`config.mk`:
```
export PLATFORM = sky130hd
export DESIGN_NAME = kmeans_mean_scheduler
export DESIGN_NICKNAME = d
export VERILOG_FILES = /design/src/rtl/kmeans_mean_scheduler.sv
export SDC_FILE = /design/constraint.sdc
export NUM_CORES = 1
export LEC_CHECK = 0
export BUFFER_PORTS_ARGS = -buffer_cell sky130_fd_sc_hd__buf_2
export CORE_ASPECT_RATIO = 1.75
export CORE_MARGIN = 2
export CORE_UTILIZATION = 40
export CTS_CLUSTER_DIAMETER = 30
export DETAILED_ROUTE_END_ITERATION = 8
export SLEW_MARGIN = 20
export SYNTH_ARGS = -nofsm -noshare
export SYNTH_HDL_FRONTEND = slang
export SYNTH_SLANG_ARGS = --single-unit
```
`constraint.sdc`:
```
create_clock -name clk -period 5.12 [get_ports clk]
set_input_delay 0.512 -clock clk [delete_from_list [all_inputs] [get_ports clk]]
set_output_delay 0.512 -clock clk [all_outputs]
set_load 0.01 [all_outputs]
```
`src/rtl/kmeans_mean_scheduler.sv`:
```
// kmeans_mean_scheduler: time-shares one pipelined divider across all clusters to refresh centroid means.
module kmeans_mean_scheduler #(
  parameter int NUM_CLUSTERS = 4,
  parameter int SUM_W = 20,
  parameter int CNT_W = 12,
  parameter int DIV_LATENCY = 24
) (
  input  logic clk,
  input  logic rst_n,
  input  logic start,
  input  logic [NUM_CLUSTERS*SUM_W-1:0] sum_x,
  input  logic [NUM_CLUSTERS*SUM_W-1:0] sum_y,
  input  logic [NUM_CLUSTERS*CNT_W-1:0] count,
  output logic div_ce,
  output logic div_sclr,
  output logic [SUM_W-1:0] div_dividend,
  output logic [CNT_W-1:0] div_divisor,
  input  logic [SUM_W-1:0] div_quotient,
  output logic [NUM_CLUSTERS*SUM_W-1:0] mean_x,
  output logic [NUM_CLUSTERS*SUM_W-1:0] mean_y,
  output logic [NUM_CLUSTERS-1:0] mean_valid,
  output logic busy,
  output logic done
);
  localparam int KW = NUM_CLUSTERS > 1 ? $clog2(NUM_CLUSTERS) : 1;
  localparam int CW = $clog2(2*NUM_CLUSTERS + DIV_LATENCY + 1);
  typedef enum logic [1:0] {IDLE, ISSUE, DRAIN} state_t;
  state_t state;
  logic [CW-1:0] ctr;
  logic [NUM_CLUSTERS*SUM_W-1:0] snap_x, snap_y;
  logic [NUM_CLUSTERS*CNT_W-1:0] snap_c;
  logic tv [DIV_LATENCY];
  logic [KW-1:0] tk [DIV_LATENCY];
  logic ta [DIV_LATENCY];
  logic [KW-1:0] k;
  logic axis;
  logic [CNT_W-1:0] c;
  logic live;
  assign div_ce = busy;
  assign div_sclr = !rst_n;
  // Zero-count slots still occupy the divider, but with a harmless 0/1 and an invalid tag.
  always_comb begin
    k = KW'(ctr >> 1);
    axis = ctr[0];
    c = snap_c[k*CNT_W +: CNT_W];
    live = (state == ISSUE) && (c != '0);
    div_dividend = !live ? '0 : axis ? snap_y[k*SUM_W +: SUM_W] : snap_x[k*SUM_W +: SUM_W];
    div_divisor = live ? c : CNT_W'(1);
  end
  always_ff @(posedge clk) begin
    if (!rst_n) begin
      state <= IDLE;
      busy <= 1'b0;
      done <= 1'b0;
      ctr <= '0;
      snap_x <= '0;
      snap_y <= '0;
      snap_c <= '0;
      mean_x <= '0;
      mean_y <= '0;
      mean_valid <= '0;
      for (int i = 0; i < DIV_LATENCY; i++) begin
        tv[i] <= 1'b0;
        tk[i] <= '0;
        ta[i] <= 1'b0;
      end
    end else begin
      done <= 1'b0;
      if (busy) begin
        tv[0] <= live;
        tk[0] <= k;
        ta[0] <= axis;
        for (int i = 1; i < DIV_LATENCY; i++) begin
          tv[i] <= tv[i-1];
          tk[i] <= tk[i-1];
          ta[i] <= ta[i-1];
        end
        if (tv[DIV_LATENCY-1]) begin
          if (ta[DIV_LATENCY-1]) begin
            mean_y[tk[DIV_LATENCY-1]*SUM_W +: SUM_W] <= div_quotient;
            mean_valid[tk[DIV_LATENCY-1]] <= 1'b1;
          end else begin
            mean_x[tk[DIV_LATENCY-1]*SUM_W +: SUM_W] <= div_quotient;
          end
        end
      end
      case (state)
        IDLE: if (start) begin
          snap_x <= sum_x;
          snap_y <= sum_y;
          snap_c <= count;
          mean_valid <= '0;
          ctr <= '0;
          busy <= 1'b1;
          state <= ISSUE;
        end
        ISSUE: begin
          ctr <= ctr == CW'(2*NUM_CLUSTERS-1) ? '0 : ctr + 1'b1;
          if (ctr == CW'(2*NUM_CLUSTERS-1)) state <= DRAIN;
        end
        DRAIN: if (ctr == CW'(DIV_LATENCY-1)) begin
          ctr <= '0;
          busy <= 1'b0;
          done <= 1'b1;
          state <= IDLE;
        end else begin
          ctr <= ctr + 1'b1;
        end
        default: state <= IDLE;
      endcase
    end
  end
endmodule
```
# Yosys cells after proc, flatten, opt, wreduce, memory -nomap -nowiden
# Memory sizes are Yosys's and may differ from the RTL's.
# Index checks and enable logic that the tools add are counted.
dict set report op_classes {
  reduce_logical 14
  bitwise_logic 74
  shift 5
  n_addsub 2
  eq_ne 7
  n_mul 3
  n_mux 100
  n_lt_le_gt_ge 2
}
# cell n
set op_table {}
lappend op_table {{$bwmux W80} 2}
lappend op_table {{$shiftx A80 B8 Y20} 2}
lappend op_table {{$shift A20 B34 Y80 const A} 1}
lappend op_table {{$shiftx A20 B34 Y80} 1}
lappend op_table {{$or A1 B1 Y1} 72}
lappend op_table {{$mux W1} 56}
lappend op_table {{$mux W2} 27}
lappend op_table {{$shiftx A48 B7 Y12} 1}
lappend op_table {{$mux W20} 2}
lappend op_table {{$neg A7 Y34} 1}
lappend op_table {{$mux W4} 5}
lappend op_table {{$mux W6} 3}
lappend op_table {{$pmux W6 S3} 1}
lappend op_table {{$mux W12} 1}
lappend op_table {{$reduce_and A3 Y1} 4}
lappend op_table {{$reduce_bool A12 Y1} 1}
lappend op_table {{$mul A2 B3 Y5 const B} 2}
lappend op_table {{$add A6 B1 Y6 const B} 1}
lappend op_table {{$eq A6 B3 Y1 const B} 1}
lappend op_table {{$eq A6 B5 Y1 const B} 1}
lappend op_table {{$pmux W2 S3} 1}
lappend op_table {{$reduce_and A2 Y1} 3}
lappend op_table {{$mul A2 B2 Y4 const B} 1}
lappend op_table {{$ne A2 B2 Y1 const B} 2}
lappend op_table {{14 further kinds} 15}
dict set report word_totals {
  reg_bits 382
  out_inout_bits 200
  wordCells 220
  ramBits 96
  memories 3
}
# name depth width read_ports rd_ports_with_merged_regs wr line_no
set mem_list {}
lappend mem_list {tk 24 2 24 0 24 33} ;# logic [KW-1:0] tk [DIV_LATENCY];
lappend mem_list {ta 24 1 24 0 24 34} ;# logic ta [DIV_LATENCY];
lappend mem_list {tv 24 1 24 0 24 32} ;# logic tv [DIV_LATENCY];

# Longest topological paths before layout
# Gate-level depths: netlist of run 1.
# An unclocked memory read counts as a cell.
dict set report depth {
  ltp_word 11
  mapped_depth 11
  ltp_nobuf 7
}

# Worst setup path after synthesis of run 1
# Ideal clock, no wire load.
dict set report synth_path {
  path_type {register to register}
  start {register busy}
  end {memory ta[0][0] (enable)}
  setup_time_ns 0.469
  t_arrival_ns 3.448
  stages_incl_launch_ff 5
  required_ns 4.651
  slack_ns 1.204
  cell_sequence {dfxtp_1 clkbuf_1 clkbuf_1 clkbuf_1 nand2b_1}
}
# item line_no
set synth_rtl {}
lappend synth_rtl {{start, declared} 22} ;# output logic busy,
lappend synth_rtl {{start signal, assigned} 53} ;# busy <= 1'b0;
lappend synth_rtl {{start signal, assigned} 94} ;# busy <= 1'b1;
lappend synth_rtl {{start signal, assigned} 103} ;# busy <= 1'b0;
lappend synth_rtl {{end, declared} 34}

# Final worst setup path of run 1
dict set report layout_path {
  start {register ctr[1]}
  end {output div_dividend[3]}
}
dict set report layout_between {
  elab_chain_len 5
}
# item line_no
set layout_rtl {}
lappend layout_rtl {{start, declared} 29} ;# logic [CW-1:0] ctr;
lappend layout_rtl {{start signal, assigned} 98} ;# ctr <= ctr == CW'(2*NUM_CLUSTERS-1) ? '0 : ctr + 1'b1;
lappend layout_rtl {{start signal, assigned} 107} ;# ctr <= ctr + 1'b1;
lappend layout_rtl {{parallel branches: the longest is 4 deep, another holds $mul A2 B3 Y5} --}
lappend layout_rtl {{$mux W20 (*)} 47} ;# div_dividend = !live ? '0 : axis ? snap_y[k*SUM_W +: SUM_W] : snap_x[k*SUM_W +: SUM_W];
lappend layout_rtl {{end, declared} 16} ;# output logic [SUM_W-1:0] div_dividend,
# Mark *: on every way between the ends.

==> flow_summary.yaml, run 1 <==
worst_hold_path:
  hold_path_class: "in2reg"
  worstHoldStart: "sum_y[22]"
drt:
  first_iter_violations: 928
  wire_per_inst_um: 23.9
  routed-via-count: 15600
  drt-vias-per-instance: 5.66
  drt.antenna.violating_nets: 0
  drt-total-wl_mm: 65.8
  drc_errors: 0
  drt_pass1_iterations: 7
synth:
  ys_ff_latch: 478
  synthesis.instances: 1729
  synth_fp_nets: 1972
  synth-edff-count: 94
  synthDominantCellAreaShare_pct: 39.9
  ys_top_cells_by_area: "sky130_fd_sc_hd__dfxtp_1 40%, sky130_fd_sc_hd__edfxtp_1 15%, sky130_fd_sc_hd__a22o_1 11%"
  synth_top_area_cell: "sky130_fd_sc_hd__dfxtp_1"
  synth_warnings: 0
  syn_area_per_cell_um2: 11.1
  async_flop_share_pct: 0
  seq_area_frac_synth_pct: 54.5
  synth_cell_type_count: 64
  synth-main-ff-cell: "sky130_fd_sc_hd__dfxtp_1"
  synth_area_mm2: 0.0193
global_routing:
  grt_overflow_total: 0
  grt.met2_usage_pct: 45.9
  grt_max_degree: 210
  gr-usage-met3_pct: 6.31
  groute.layer.met1.usage_pct: 26.9
  globalRoute.busiestLayer: "met2"
  wire_length_of_the_first_global_routing_pass_mm: 96.9
  grt_antenna_before_repair: 8
  via_count_of_the_first_global_routing_pass: 15800
  globalRouteTotalUtil_pct: 25.7
clock_network:
  cts.hold.buffers_added: 0
  clock_tree.root_cell: "sky130_fd_sc_hd__clkbuf_16"
  clock_path_buffers: 3
  clock_sink_count: 478
  clkSlewWorstSetupHoldPaths_ps: 50
  post-cts-setup-buffer-count: 0
  htree_levels: 3
  number_of_clock_buffers_inserted_by_tritoncts: 71
  worstSkewPairLatency_ps: 590
  cts_tree: "built"
  postCtsResizedCells: 0
critical_path:
  worst_setup_path_end_kind: "output pin"
  timing.critical_path.arrival_ps: 3480
  cp.required_ps: 4610
  timing.critical_path.from_type: "flop"
  worst-setup-path-type: "reg2out"
  setup.reg_to_reg.worst_slack_ps: 1730
  critPathMaxFanout: 24
  worstSetupStartpoint: "ctr[1]"
  critical_path.reg2reg.startpoint: "tk[2][14]"
status:
  outcome: "finished, final reports clean"
place:
  dp.final_hpwl_mm: 47.8
  numPlacedInstances: 2617
  pre_cts_slack_ps: 1690
  place_congestion: 0.948
  placedInstanceArea_mm2: 0.0217
  buffer_ports.inserted: 430
timing:
  post-route-min-period_ps: 3990
  max_freq_ghz: 0.251
  setup-tns-final_ps: 0
  final_hold_violation_count: 0
  layout_worst_path_cycle_share_pct: 77.9
  max_slew_margin_pct: 27.5
  drv_slew: 0
  timing_worst_slew_pin_value_ps: 1080
  clock_skew_ps: 22.0
  rsz0062_at_grt: "false"
  setup_violations: 0
  setup_ws_post_layout_ps: 1130
job:
  max-cap-violations: 0
layout:
  finalNetCount: 2339
  n_fill_cell: 4322
  layout_commonest_cell: "sky130_fd_sc_hd__buf_2"
  multi_input_gate_area_in_the_final_layout_mm2: 0.00804
  stdcell_area_mm2: 0.0242
  layout-drive-gt1-share_pct: 30.8
  flip_flop_and_latch_area_mm2: 0.0105
  final-instance-count-excl-fill: 2753
  layout-area-overhead-vs-synth_pct: 25.8
  final_cell_mix: "429 x sky130_fd_sc_hd__buf_2, 380 x sky130_fd_sc_hd__dfxtp_1, 232 x sky130_fd_sc_hd__a22o_1"
die:
  fp.dieArea_mm2: 0.0500
  die_w_um: 170
  core_mm2: 0.0477
  io-pin-count: 431
  start_util_pct: 40.4
  die_h_um: 294
  core.rowCount: 106
pwr:
  pwr_density_cell_mw_per_mm2: 514
  leakage_nw: 10.4
  total_power_mw: 12.5
  max-vdd-ir-drop_uv: 299
[synthesized netlist by cell type, types with 3 or more instances]
cell                        number
sky130_fd_sc_hd__and3_1         71
sky130_fd_sc_hd__a41o_1          4
sky130_fd_sc_hd__buf_2          37
sky130_fd_sc_hd__mux2_2         14
sky130_fd_sc_hd__a211oi_1        7
sky130_fd_sc_hd__o22ai_1        20
sky130_fd_sc_hd__nor2_1        125
sky130_fd_sc_hd__or4_1           5
sky130_fd_sc_hd__edfxtp_1       94
sky130_fd_sc_hd__nand2b_1        9
sky130_fd_sc_hd__dfxtp_1       384
sky130_fd_sc_hd__nand3_1        37
sky130_fd_sc_hd__o21ai_0        42
sky130_fd_sc_hd__inv_1          16
sky130_fd_sc_hd__mux2i_1        53
sky130_fd_sc_hd__a2bb2oi_1      17
sky130_fd_sc_hd__or2_2           3
sky130_fd_sc_hd__o2bb2ai_1       7
sky130_fd_sc_hd__nor3_1         10
sky130_fd_sc_hd__and2_1         44
sky130_fd_sc_hd__a32o_1         16
sky130_fd_sc_hd__a22o_1        232
sky130_fd_sc_hd__o311a_1         4
sky130_fd_sc_hd__nor2b_1         5
sky130_fd_sc_hd__a31oi_1         5
sky130_fd_sc_hd__mux4_2         45
sky130_fd_sc_hd__ha_1           12
sky130_fd_sc_hd__a22oi_1        23
sky130_fd_sc_hd__clkbuf_1      108
sky130_fd_sc_hd__buf_1           8
sky130_fd_sc_hd__a21oi_1        82
sky130_fd_sc_hd__nand4_1        13
sky130_fd_sc_hd__buf_6           3
sky130_fd_sc_hd__nor2_2         10
sky130_fd_sc_hd__mux4_1          7
sky130_fd_sc_hd__nand2_1       112
sky130_fd_sc_hd__o31a_1          8
[worst paths after layout]
path / depth (start not counted) / endpoint
max: 6 / div_dividend[3]
min: 2 / snap_y[22]
max reg2reg: 8 / mean_y[44]
min reg2reg: 2 / mean_x[19]
[power breakdown]
| part | internal (mW) | switching, mW | leakage, nW |
|---|---|---|---|
| combinational | 1.00 | 1.69 | 5.11 |
| clock | 3.09 | 1.90 | 1.21 |
| sequential | 4.49 | 0.294 | 4.13 |
| total | 8.58 | 3.89 | 10.4 |
[critical path, cell delays in order, from the launching register on]
cell	delay, ps
sky130_fd_sc_hd__dfxtp_4	650
sky130_fd_sc_hd__mux4_1	630
sky130_fd_sc_hd__nor4_1	490
sky130_fd_sc_hd__nand3_1	190
sky130_fd_sc_hd__nand2_2	590
sky130_fd_sc_hd__nor2_1	150
sky130_fd_sc_hd__buf_2	180
[area by class of cell]
type / instances / share of cell area, %
diodes: 5 / 0.0516
clock buffers: 90 / 8.11
clock inverters: 41 / 2.19
inverters: 18 / 0.284
multi-input cells: 1074 / 33.2
flip-flops and latches: 478 / 43.4
well taps: 594 / 3.07
repair buffers: 453 / 9.75
[logic make-up (layout without fill, tap and decap cells)]
| group | after synthesis | in the layout | share of synthesized area [%] |
|---|---|---|---|
| DFF | 478 | 478 | 54.5 |
| AOI/OAI and AO/OA | 476 | 476 | 18.8 |
| other | 0 | 5 | 0 |
| muxes | 119 | 119 | 9.79 |
| and+or+nand+nor | 464 | 464 | 12.0 |
| xor gates and xnor gates | 3 | 3 | 0.136 |
| adders and majority gates | 12 | 12 | 0.779 |
| buffers and inverters | 177 | 602 | 3.90 |
[metal layers]
metal	routed length (µm)	share of wire [%]	up-vias
met3	4460	6.8	188
met1	23500	36	7503
met4	4210	6.4	8
li1	-	-	7235
met2	33600	51	650
met5	46	0.070	-
[flip-flops by register name (all words and copies together) (netlist names)]
name / count
tv: 24
mean_x: 80
mean_valid: 4
state: 2
snap_x: 80
snap_c: 48
done: 1
busy: 1
tk: 48
ctr: 6
ta: 24
mean_y: 80
snap_y: 80
[stage by stage]
| stage | utilization, % | hold WS (ps) |
|---|---|---|
| after floorplan | - | 441 |
| after global placement | 45.5 | 439 |
| after detailed placement | 45.5 | 446 |
| after CTS | 50.7 | 90.1 |
| after global routing | 50.8 | 103 |
| final | 50.8 | 124 |
No activity file was read; power rests on OpenSTA's default activity.
==> inputs of run 2 (changes only) <==
clock period = 3.9 ns   (was 5.12 ns; I/O delays follow)
==> run 2 against run 1 <==
Worst hold slack got worse by 100 ps; first-iteration DRC count increased by 9.9%; global-route usage increased by 0.36 points; total power increased by 32%; sequential share of layout area decreased by 1.6 points; combinational power increased by 33%; die area unchanged; highest routed layer unchanged.
==> flow_summary.yaml, run 2 (same netlist as run 1, synthesis figures left out) <==
clock_network:
  post-cts-setup-buffer-count: 0
  number_of_clock_buffers_inserted_by_tritoncts: 71
  clock_sink_count: 478
  cts_tree: "built"
  clkSlewWorstSetupHoldPaths_ps: 60
  htree_levels: 3
  clock_path_buffers: 3
  clock_tree.root_cell: "sky130_fd_sc_hd__clkbuf_16"
  worstSkewPairLatency_ps: 590
timing:
  max_slew_margin_pct: 28.3
  setup_violations: 0
  drv_slew: 0
  clock_skew_ps: 21.2
  final_hold_violation_count: 0
  rsz0062_at_grt: "false"
  layout_worst_path_cycle_share_pct: 96.4
  post-route-min-period_ps: 3760
  setup-tns-final_ps: 0
  max_freq_ghz: 0.266
  timing_worst_slew_pin_value_ps: 1080
layout:
  layout-drive-gt1-share_pct: 30.0
  stdcell_area_mm2: 0.0251
  finalNetCount: 2434
  fin_util_pct: 52.7
  layout_commonest_cell: "sky130_fd_sc_hd__buf_2"
  layout-area-overhead-vs-synth_pct: 30.5
  final_cell_mix: "429 x sky130_fd_sc_hd__buf_2, 380 x sky130_fd_sc_hd__dfxtp_1, 232 x sky130_fd_sc_hd__a22o_1"
die:
  start_util_pct: 40.4
  io-pin-count: 431
  die_w_um: 170
  core.rowCount: 106
  fp.dieArea_mm2: 0.0500
  core_mm2: 0.0477
  die_h_um: 294
critical_path:
  timing.critical_path.from_type: "flop"
  crit_chain: "mux4_2, nor4_1, nand3_1, nand2_2, nor2_2, buf_2"
  critPathMaxFanout: 22
  timing.critical_path.arrival_ps: 3370
  cp.required_ps: 3510
  critPathBufInv: 1
  critPathMaxStageDelay_ps: 800
  cp_top_family: "simple AND/OR/NAND/NOR gates"
  worst-setup-path-type: "reg2out"
  worst_setup_path_end_kind: "output pin"
  cpMaxStageDelayCell: "sky130_fd_sc_hd__dfxtp_2"
  cp_num_cells: 6
  reg2reg_depth: 7
pwr:
  max-vdd-ir-drop_uv: 528
  leakage_nw: 10.9
  pwr_density_cell_mw_per_mm2: 657
place:
  place_congestion: 1.01
  placedInstanceArea_mm2: 0.0218
  buffer_ports.inserted: 430
  dp.final_hpwl_mm: 47.5
worst_hold_path:
  hold_path_class: "in2reg"
  min_path_cells: 2
drt:
  first_iter_violations: 1020
  drc_errors: 0
  routed-via-count: 16100
  drt-vias-per-instance: 5.65
  drt-total-wl_mm: 66.7
  drt.antenna.violating_nets: 0
  wire_per_inst_um: 23.5
  drt_pass1_iterations: 6
status:
  outcome: "finished, final reports clean"
global_routing:
  grt_overflow_total: 0
  wire_length_of_the_first_global_routing_pass_mm: 98.6
  globalRouteTotalUtil_pct: 26.0
  via_count_of_the_first_global_routing_pass: 16400
  grt_antenna_before_repair: 7
  grt_max_degree: 144
job:
  max-cap-violations: 0
## run 2: changes by cell type in the layout (fill, tap and decap cells not counted), sizes merged
cell / change
inv: +7
diode: -2
dlygate4sd3: +84
clkbuf: -6
bufinv: +3
clkinvlp: -1
clkinv: -6
buf: +11
## run 2: metal layers
metal	part of all wire, %	vias to the layer above	GRT usage [%]
met5	0.069	-	0
met4	5.8	10	15.1
met3	6.5	196	5.68
met2	52	704	47.4
met1	36	7730	27.4
li1	-	7426	-
## run 2: layout make-up
type	count	area (µm²)
Timing Repair Buffer	548	3300
Multi-Input combinational cell	1074	8040
Clock buffer	84	1920
Inverter	18	68.8
Sequential cell	478	10500
Tap cell	594	743
Antenna cell	3	7.51
Fill cell	4288	22600
Clock inverter	44	552
## run 2: worst paths after layout
kind | endpoint | startpoint | slack (ps)
min | snap_x[42] | sum_x[42] | 20
max | div_dividend[10] | ctr[2] | 140
min reg2reg | mean_x[17] | mean_x[17] | 450
max reg2reg | mean_x[9] | tk[2][14] | 790
## run 2: stage by stage
stage	cells	hold slack (ps)	setup slack [ps]	power, mW
2_1_floorplan	1729	441	1100	8.67
3_3_place_gp	2628	441	685	9.83
3_5_place_dp	2628	445	724	9.88
4_1_cts	2840	0.250	95.5	16.6
5_1_grt	2842	10.1	8.80	17.2
6_report	2843	23.9	140	16.5
## run 2: worst register-to-register path, stage by stage (launching register included)
cell and delay (ps):
sky130_fd_sc_hd__edfxtp_1 350, sky130_fd_sc_hd__buf_4 540, sky130_fd_sc_hd__ha_1 800, sky130_fd_sc_hd__and4bb_2 370, sky130_fd_sc_hd__nand2b_1 410, sky130_fd_sc_hd__o22ai_1 150
sky130_fd_sc_hd__a21oi_1 240, sky130_fd_sc_hd__a21oi_1 100
## run 2: where the power goes
part           internal (mW)  leakage (nW)  switching (mW)
sequential              5.89          4.13           0.411
combinational           1.38          5.52            2.22
clock                   4.17          1.21            2.44
total                   11.4          10.9            5.07
## run 2: timing repair
item,CTS,global route
hold buffers,84,0
hold endpoints to repair,84,0
endpoints found under the setup margin,0,0
gates resized for setup,0,0
